File: src/rtl/intc_pkg.sv
// Shared definitions for the interrupt controller: FSM state encoding,
// default source count, index width and the reset mask.
package intc_pkg;

  localparam int          NUM_SRC_DEFAULT = 16;
  localparam int          IDX_W           = 4;
  localparam logic [15:0] MASK_RESET      = 16'hFFFF;

  typedef enum logic [1:0] {
    IDLE    = 2'd0,
    REQUEST = 2'd1,
    SERVICE = 2'd2
  } intcState_t;

endpackage

File: src/rtl/intc_priority_enc.sv
// Lowest-set-bit priority encoder (bit 0 has the highest priority).
// Ports:
//   vec   - 16-bit request vector
//   idx   - index of the lowest set bit (0 when none set)
//   valid - 1 when any bit of vec is set
module intc_priority_enc (
  input  logic [15:0] vec,
  output logic [3:0]  idx,
  output logic        valid
);

  // Scan from the top so the last assignment is the lowest set bit.
  always_comb begin
    idx   = '0;
    valid = 1'b0;
    for (int i = 15; i >= 0; i--) begin
      if (vec[i]) begin
        idx   = 4'(i);
        valid = 1'b1;
      end
    end
  end

endmodule

File: src/rtl/interrupt_controller.sv
// Interrupt controller: edge-detected interrupt events from a device strobe,
// per-source pending bits, a programmable enable mask, and a simple
// offer / acknowledge / end-of-interrupt handshake with the CPU (no nesting).
//
// Build option: define INTC_SYNC_EN to pass irqSignal/irqIndex through a
// two-flop synchronizer before edge detection (adds 2 cycles of latency).
//
// Ports:
//   clk          - system clock
//   rst          - asynchronous active-low reset
//   irqSignal    - device interrupt strobe, rising edge raises one event
//   irqIndex     - source index of the event, valid while irqSignal is high
//   maskWe       - mask write enable
//   maskData     - new mask, bit i = 1 enables source i
//   cpuAck       - CPU accepts the offered interrupt
//   cpuEoi       - CPU end-of-interrupt pulse (also clears lostIrq)
//   cpuIrq       - registered interrupt request to the CPU
//   cpuIrqIndex  - registered index of the offered / in-service source
//   maskValue    - current mask
//   pendingValue - pending bits
//   lostIrq      - sticky flag: an event hit an already-pending source
module interrupt_controller
  import intc_pkg::*;
#(
  parameter int NUM_SRC = NUM_SRC_DEFAULT
) (
  input  logic        clk,
  input  logic        rst,
  input  logic        irqSignal,
  input  logic [3:0]  irqIndex,
  input  logic        maskWe,
  input  logic [15:0] maskData,
  input  logic        cpuAck,
  input  logic        cpuEoi,
  output logic        cpuIrq,
  output logic [3:0]  cpuIrqIndex,
  output logic [15:0] maskValue,
  output logic [15:0] pendingValue,
  output logic        lostIrq
);

  // state   | meaning
  // --------+-----------------------------------------------------------
  // IDLE    | nothing offered; offer lowest enabled pending source
  // REQUEST | cpuIrq high, index held; wait for ack or offered source masked
  // SERVICE | CPU handling the source; wait for end-of-interrupt

  intcState_t  state;
  logic [15:0] pending;
  logic [15:0] mask;
  logic        edgeSig;
  logic [3:0]  edgeIdx;
  logic        sigPrev;
  logic        irqEvent;
  logic [15:0] setVec;
  logic [15:0] clrVec;
  logic        ackTake;
  logic        lostNew;
  logic [3:0]  encIdx;
  logic        encValid;

`ifdef INTC_SYNC_EN
  logic       sigS1, sigS2;
  logic [3:0] idxS1, idxS2;

  always_ff @(posedge clk or negedge rst) begin
    if (!rst) begin
      sigS1 <= 1'b0;
      sigS2 <= 1'b0;
      idxS1 <= '0;
      idxS2 <= '0;
    end else begin
      sigS1 <= irqSignal;
      sigS2 <= sigS1;
      idxS1 <= irqIndex;
      idxS2 <= idxS1;
    end
  end

  assign edgeSig = sigS2;
  assign edgeIdx = idxS2;
`else
  assign edgeSig = irqSignal;
  assign edgeIdx = irqIndex;
`endif

  assign irqEvent = edgeSig & ~sigPrev & (int'(edgeIdx) < NUM_SRC);
  assign setVec   = irqEvent ? (16'd1 << edgeIdx) : '0;

  // The ack only counts while the offered source is still enabled; a masked
  // offer is withdrawn instead and keeps its pending bit.
  assign ackTake  = (state == REQUEST) & mask[cpuIrqIndex] & cpuAck;
  assign clrVec   = ackTake ? (16'd1 << cpuIrqIndex) : '0;

  // An event that coincides with the ack of its own source is not lost: the
  // old occurrence has just been accepted and the new one re-arms the bit.
  assign lostNew  = irqEvent & |(pending & ~clrVec & setVec);

  always_ff @(posedge clk or negedge rst) begin
    if (!rst) begin
      sigPrev <= 1'b0;
      pending <= '0;
      mask    <= MASK_RESET;
      lostIrq <= 1'b0;
    end else begin
      sigPrev <= edgeSig;
      pending <= (pending & ~clrVec) | setVec;
      lostIrq <= (lostIrq & ~cpuEoi) | lostNew;
      if (maskWe)
        mask <= maskData;
    end
  end

  intc_priority_enc uEnc (
    .vec   (pending & mask),
    .idx   (encIdx),
    .valid (encValid)
  );

  always_ff @(posedge clk or negedge rst) begin
    if (!rst) begin
      state       <= IDLE;
      cpuIrq      <= 1'b0;
      cpuIrqIndex <= '0;
    end else begin
      case (state)
        IDLE: begin
          if (encValid) begin
            state       <= REQUEST;
            cpuIrq      <= 1'b1;
            cpuIrqIndex <= encIdx;
          end
        end
        REQUEST: begin
          if (!mask[cpuIrqIndex]) begin
            state  <= IDLE;
            cpuIrq <= 1'b0;
          end else if (cpuAck) begin
            state  <= SERVICE;
            cpuIrq <= 1'b0;
          end
        end
        SERVICE: begin
          if (cpuEoi)
            state <= IDLE;
        end
        default: begin
          state  <= IDLE;
          cpuIrq <= 1'b0;
        end
      endcase
    end
  end

  assign maskValue    = mask;
  assign pendingValue = pending;

endmodule

File: config.mk
export PLATFORM = sky130hd
export DESIGN_NAME = interrupt_controller
export DESIGN_NICKNAME = d
export VERILOG_FILES = /design/src/rtl/intc_pkg.sv /design/src/rtl/intc_priority_enc.sv /design/src/rtl/interrupt_controller.sv
export SDC_FILE = /design/constraint.sdc
export NUM_CORES = 1
export LEC_CHECK = 0
export CAP_MARGIN = 30
export CELL_PAD_IN_SITES_DETAIL_PLACEMENT = 1
export CELL_PAD_IN_SITES_GLOBAL_PLACEMENT = 1
export CORE_UTILIZATION = 37
export DETAILED_ROUTE_END_ITERATION = 8
export PLACE_DENSITY = 0.79
export SLEW_MARGIN = 15
export SYNTH_ARGS = -nofsm -noshare
export SYNTH_HDL_FRONTEND = slang
export SYNTH_SLANG_ARGS = --single-unit
File: constraint.sdc
create_clock -name clk -period 3.1 [get_ports clk]
set_input_delay 0.31 -clock clk [delete_from_list [all_inputs] [get_ports clk]]
set_output_delay 0.31 -clock clk [all_outputs]
set_load 0.01 [all_outputs]
==> flow_summary.json, run 1 <==
{
  "core_um2": 6350,
  "fin_crit_sh_pct": 89.2,
  "regArea_um2": 1050,
  "crit_type": "flop to flop",
  "diodes": 0,
  "post_cts_buffers": 0,
  "synthCells": 259,
  "overflow": 0,
  "powerDensity_nw_per_um2": 864,
  "synthesis.area_um2": 2430,
  "grt_max_degree": 42,
  "seq_area_frac_synth_pct": 43.0,
  "synth_area_per_cell_um2": 9.40,
  "io_buffers": 63,
  "num_rows": 29,
  "synth_edf_count": 0,
  "rsz0062_at_grt": "no",
  "cts_tree": "yes",
  "fillers": 722,
  "cts_resized": 0,
  "multi_input_area_um2": 1320,
  "synthTopCellsByArea": "dfrtp_1 26%, dfstp_2 17%, mux2_2 8.3%",
  "gp_congestion": 0.931,
  "grt_first_pass_wirelength_mm": 13.7,
  "cts.clk_slew.worst_paths_ps": 80,
  "setup-violations-final": 0,
  "fmax_mhz": 362,
  "die_w_um": 83.1,
  "cts.sinks": 41,
  "critPathMaxStageDelay_ps": 660,
  "syn2layout_area_growth_pct": 34.7,
  "clkLatencyLatePin_ps": 300,
  "ys_types": 50,
  "start_util_pct": 38.3,
  "slew_headroom_pct": 48.3,
  "period_needed_ps": 2760,
  "grt_use_total_pct": 25.6,
  "setup-tns-final_ps": 0,
  "antenna_found_initial": 0,
  "drive_above_1_share_pct": 18.3,
  "nNetsFinal": 352,
  "cts_root_buffer": "clkbuf_8",
  "cts.path.max_buffers": 2,
  "critPathMaxFanout": 11,
  "stdcell_count": 404,
  "ant_nets": 0,
  "dp.cells": 394,
  "num_vias": 2393,
  "netlist.area_leader.share_pct": 25.7,
  "synthesis.nets": 285,
  "routed_wl_mm": 8.53,
  "status": "finished clean",
  "die_h_um": 83.1,
  "cts_max_level": 2,
  "finalHoldViolations": 0,
  "ctsHoldBuffers": 0,
  "holdCritPathClass": "input pin to asynchronous set/reset pin",
  "fin_skew_ps": 7.30,
  "finalMaxSlewViolations": 0,
  "ys_ff_latch": 41,
  "max_cap_violations": 0,
  "arrival_ps": 2950,
  "async_reset_ff_share_pct": 100,
  "synth_top_area_cell": "dfrtp_1",
  "synth_flop_cell": "dfrtp_1",
  "ir_drop_mv": 0.530,
  "worst_pin_slew_ps": 765,
  "drc": 0,
  "cp_cell_sequence": "mux2i_1, a221oi_1, a22oi_2, or2_2, o211ai_1, a21oi_1, or4_1",
  "end_kind": "flop",
  "viasPerCell": 5.92,
  "tritoncts.num_buffers": 5,
  "leakagePower_uw": 0.00127,
  "cp-start-kind": "flop",
  "drtIter0Drc": 152,
  "yosysWarnings": 0,
  "grt_pass1_vias": 2515,
  "required_ps": 3280,
  "reg2reg_slack_ps": 340,
  "num_io_pins": 64,
  "place_hpwl_mm": 6.52,
  "die_area_um2": 6910,
  "first_pass_iters": 4,
  "r2r_cells": 7,
  "post_drt_wl_per_cell_um": 21.1,
  "crit_slowest_cell": "dfrtp_1"
}
registers in the layout, summed over array words and instances, names as in the netlist:
| signal | flops |
|---|---|
| maskValue | 16 |
| pendingValue | 16 |
| cpuIrqIndex | 4 |
| state | 2 |
| cpuIrq | 1 |
| lostIrq | 1 |
| sigPrev | 1 |
cell type report:
type | instances | share of cell area (%)
Multi-Input combinational cell | 202 | 40.2
Sequential cell | 41 | 31.9
Timing Repair Buffer | 70 | 21.1
Clock buffer | 7 | 2.97
Tap cell | 77 | 2.94
Inverter | 6 | 0.686
Clock inverter | 1 | 0.153
cell families (layout without fill, tap and decap cells):
| logic type | after synthesis | in the layout | synth area share [%] |
|---|---|---|---|
| compound gates | 86 | 86 | 23.4 |
| flops | 41 | 41 | 43.0 |
| buf+inv | 16 | 84 | 2.83 |
| mux | 27 | 27 | 12.0 |
| simple gates | 89 | 89 | 18.8 |
report_power, final:
| part | switching, µW | total [µW] | internal (µW) |
|---|---|---|---|
| Sequential | 335 | 1060 | 729 |
| Clock | 198 | 405 | 207 |
| Combinational | 698 | 1370 | 668 |
synthesized netlist by cell type (5+ instances only):
cell	count
o21ai_0	36
nand2_1	34
dfrtp_1	25
mux2_2	18
dfstp_2	16
nor2_1	12
a21oi_1	10
a22oi_1	9
mux2i_1	9
clkbuf_1	7
nand3_1	7
inv_1	6
or2_2	6
nand2b_1	5
worst paths after layout:
| path | from | to |
|---|---|---|
| min in group clk | cpuIrq$_DFFE_PN0P_ | cpuIrq$_DFFE_PN0P_ |
| max reg2reg | cpuIrqIndex[1]$_DFFE_PN0P_ | lostIrq$_DFF_PN0_ |
| max | cpuIrqIndex[1]$_DFFE_PN0P_ | lostIrq$_DFF_PN0_ |
| min reg2reg | cpuIrq$_DFFE_PN0P_ | cpuIrq$_DFFE_PN0P_ |
| max in group asynchronous | rst | maskValue[12]$_DFFE_PN1P_ |
| min | rst | pendingValue[0]$_DFF_PN0_ |
stage by stage:
step / area (µm²) / hold WS, ps / worst slack (ps) / util (%) / total power (µW)
5_1_grt: 3280 / 421 / 234 / 51.7 / 3000
2_1_floorplan: 2430 / 14.4 / 670 / - / 1700
4_1_cts: 3250 / 183 / 362 / 51.2 / 2830
6_report: 3280 / 400 / 336 / 51.7 / 2840
3_5_place_dp: 3150 / 508 / 258 / 49.6 / 2410
3_3_place_gp: 3150 / 493 / 349 / 49.6 / 2400
per-layer routing:
layer / up-vias / global-route usage, % / part of all wire, %
met3: 12 / 4.47 / 6.1
met4: 0 / 7.37 / 1.5
met5: - / 0 / 0
met2: 88 / 41.3 / 47
met1: 1196 / 35.3 / 45
li1: 1097 / - / -
critical path: cells and delay by family (launching register included):
| family | cells | cell delay, ps |
|---|---|---|
| multiplexers | 1 | 220 |
| AND/OR/NAND/NOR | 2 | 890 |
| AO/OA/AOI/OAI | 4 | 880 |
| flip-flops | 1 | 660 |
layout by cell type (no fill, tap or decap), types with 3 or more instances in the layout:
cell,Yosys,routed
nor2_1,12,12
or2_2,6,6
dfrtp_1,25,25
o21ai_0,36,36
inv_1,6,6
dfstp_2,16,16
a21oi_1,10,10
nor2b_1,3,3
buf_4,0,5
a32oi_1,3,3
nand2b_1,5,5
o31ai_1,4,4
mux2_2,18,18
clkbuf_8,0,5
nand2_1,34,34
mux2i_1,9,9
clkdlybuf4s50_1,0,62
o211ai_1,4,4
nand3b_1,3,3
nand3_1,7,7
a22oi_1,9,9
and2_1,4,4
a31oi_1,3,3
Note: power is estimated with default switching activity, not from simulation.
==> run 2: changes to the inputs <==
--- a/config.mk
+++ b/config.mk
@@ -9,9 +9,11 @@
 export CELL_PAD_IN_SITES_DETAIL_PLACEMENT = 1
 export CELL_PAD_IN_SITES_GLOBAL_PLACEMENT = 1
 export CORE_UTILIZATION = 37
+export CTS_CLUSTER_DIAMETER = 30
 export DETAILED_ROUTE_END_ITERATION = 8
 export PLACE_DENSITY = 0.79
 export SLEW_MARGIN = 15
 export SYNTH_ARGS = -nofsm -noshare
 export SYNTH_HDL_FRONTEND = slang
 export SYNTH_SLANG_ARGS = --single-unit
+export TNS_END_PERCENT = 1
==> results of run 2 <==
Same layout as run 1: the final DEF is identical, and so are final timing and power.
==> run 3: changes to the inputs <==
--- a/config.mk
+++ b/config.mk
@@ -8,6 +8,7 @@
 export CAP_MARGIN = 30
 export CELL_PAD_IN_SITES_DETAIL_PLACEMENT = 1
 export CELL_PAD_IN_SITES_GLOBAL_PLACEMENT = 1
+export CORE_MARGIN = 4
 export CORE_UTILIZATION = 37
 export CTS_CLUSTER_DIAMETER = 30
 export DETAILED_ROUTE_END_ITERATION = 8
==> run 3 against run 2 <==
Utilization grew 0.22 points. Hold slack got worse by 15 ps. Register-to-register slack lost 110 ps. Critical path depth unchanged. Die area grew 15%. Critical endpoint unchanged. Largest cell class unchanged.
==> flow_summary.json, run 3 (synthesized netlist as in run 1, its figures left out) <==
{
  "cpLargestDelayFamily": "simple AND/OR/NAND/NOR gates",
  "r2r_end": "lostIrq$_DFF_PN0_",
  "overflow": 0,
  "period_needed_ps": 2870,
  "final_common_cell": "clkdlybuf4s50_1",
  "setup-tns-final_ps": 0,
  "cp-start-kind": "flop",
  "grt_use_total_pct": 23.8,
  "die_h_um": 89.1,
  "antenna_found_initial": 0,
  "max_cap_violations": 0,
  "stdcell_count": 406,
  "worst_pin_slew_ps": 713,
  "powerDensity_nw_per_um2": 886,
  "post_cts_buffers": 0,
  "fin_crit_sh_pct": 92.7,
  "drc": 0,
  "core_um2": 6390,
  "rsz0062_at_grt": "no",
  "crit_slowest_cell": "dfrtp_1",
  "dr.max_layer_used": "met4",
  "finalMaxSlewViolations": 0,
  "crit_type": "flop to flop",
  "timing.rr.start": "cpuIrqIndex[1]$_DFFE_PN0P_",
  "clkLatencyLatePin_ps": 290,
  "num_io_pins": 64,
  "nNetsFinal": 354,
  "critPathMaxStageDelay_ps": 720,
  "io_buffers": 63,
  "viasPerCell": 6.09,
  "crit_path_end": "lostIrq$_DFF_PN0_",
  "post_drt_wl_per_cell_um": 21.8,
  "status": "finished clean",
  "wl_met1_mm": 3.83,
  "cts.path.max_buffers": 2,
  "num_vias": 2473,
  "place_hpwl_mm": 6.73,
  "cts.sinks": 41,
  "cts_tree": "yes",
  "num_rows": 29,
  "required_ps": 3270,
  "arrival_ps": 3040,
  "ir_drop_mv": 0.548,
  "grt_max_degree": 42,
  "cts.clk_slew.worst_paths_ps": 80,
  "fillers": 748,
  "final_cell_mix": "62 x clkdlybuf4s50_1, 36 x o21ai_0, 34 x nand2_1",
  "syn2layout_area_growth_pct": 36.1,
  "r2r_cells": 7,
  "met3_length_um": 622,
  "drive_above_1_share_pct": 19.1,
  "timing.critical_path.depth": 7,
  "drtIter0Drc": 226,
  "fmax_mhz": 348,
  "cp_cell_sequence": "mux2i_1, a221oi_1, a22oi_2, or2_2, o211ai_1, a21oi_1, or4_1",
  "slew_headroom_pct": 52.3,
  "finalHoldViolations": 0,
  "crit_buf_inv": 0,
  "die_w_um": 89.1,
  "leakagePower_uw": 0.00128,
  "holdCritPathClass": "input pin to asynchronous set/reset pin",
  "die_area_um2": 7940,
  "whs_ps": 384,
  "tritoncts.num_buffers": 5,
  "dp.cells": 396,
  "cts_root_buffer": "clkbuf_8",
  "routed_wl_mm": 8.84,
  "fin_skew_ps": 3.93,
  "reg2reg_slack_ps": 230,
  "critPathMaxFanout": 14,
  "start_util_pct": 38.1,
  "diodes": 0,
  "crit_start": "cpuIrqIndex[1]$_DFFE_PN0P_",
  "end_kind": "flop",
  "routed-wl-met2_mm": 4.20,
  "gp_congestion": 0.921,
  "cts_max_level": 2,
  "setup-violations-final": 0,
  "grt_pass1_vias": 2560,
  "grt_first_pass_wirelength_mm": 14.2,
  "power_uw": 2940,
  "ant_nets": 0,
  "first_pass_iters": 4
}
==> run 3: cell count changes in the layout (fill, tap and decap cells not counted), sizes merged <==
cell / change
buf: +2
bufinv: +1
clkbuf: -1
clkinv: -1
clkinvlp: +1
==> run 3: area by class of cell <==
class                           instances  area [µm²]  area share (%)
Clock buffer                            6        82.6            2.49
Clock inverter                          2        37.5            1.13
Inverter                                6        22.5           0.680
Multi-Input combinational cell        202        1320            39.8
Sequential cell                        41        1050            31.6
Tap cell                               77        96.3            2.91
Timing Repair Buffer                   72         708            21.4
==> run 3: routing by layer <==
| layer | track usage (%) | vias to the layer above |
|---|---|---|
| li1 | - | 1104 |
| met1 | 33.2 | 1243 |
| met2 | 37.5 | 109 |
| met3 | 3.78 | 17 |
| met4 | 8.25 | 0 |
| met5 | 0 | - |
==> run 3: worst min path at each step <==
stage,from,endpoint,slack (ps),cells past startpoint
floorplan,rst,cpuIrq$_DFFE_PN0P_,10,0
global placement,rst,sigPrev$_DFF_PN0_,480,1
detailed placement,rst,sigPrev$_DFF_PN0_,500,1
CTS,rst,sigPrev$_DFF_PN0_,180,1
global route,rst,sigPrev$_DFF_PN0_,400,2
finish,rst,sigPrev$_DFF_PN0_,380,2
==> run 3: per-stage QoR <==
step	area [µm²]	utilization (%)	setup slack [ps]
2_1_floorplan	2430	-	670
3_3_place_gp	3160	49.5	288
3_5_place_dp	3160	49.5	238
4_1_cts	3280	51.4	247
5_1_grt	3310	51.9	82.9
6_report	3310	51.9	227
==> run 3: where the power goes <==
group	internal [µW]	total (µW)	switching [µW]	leakage [µW]
Clock	262	453	191	0.0000574
Sequential	729	1080	355	0.000466
Combinational	683	1400	715	0.000760
Total	1670	2940	1260	0.00128
==> run 3: what timing repair did <==
action / in CTS / in global routing
hold buffers: 0 / 1
endpoints found under the hold margin: 0 / 5
resized for setup: 0 / 0
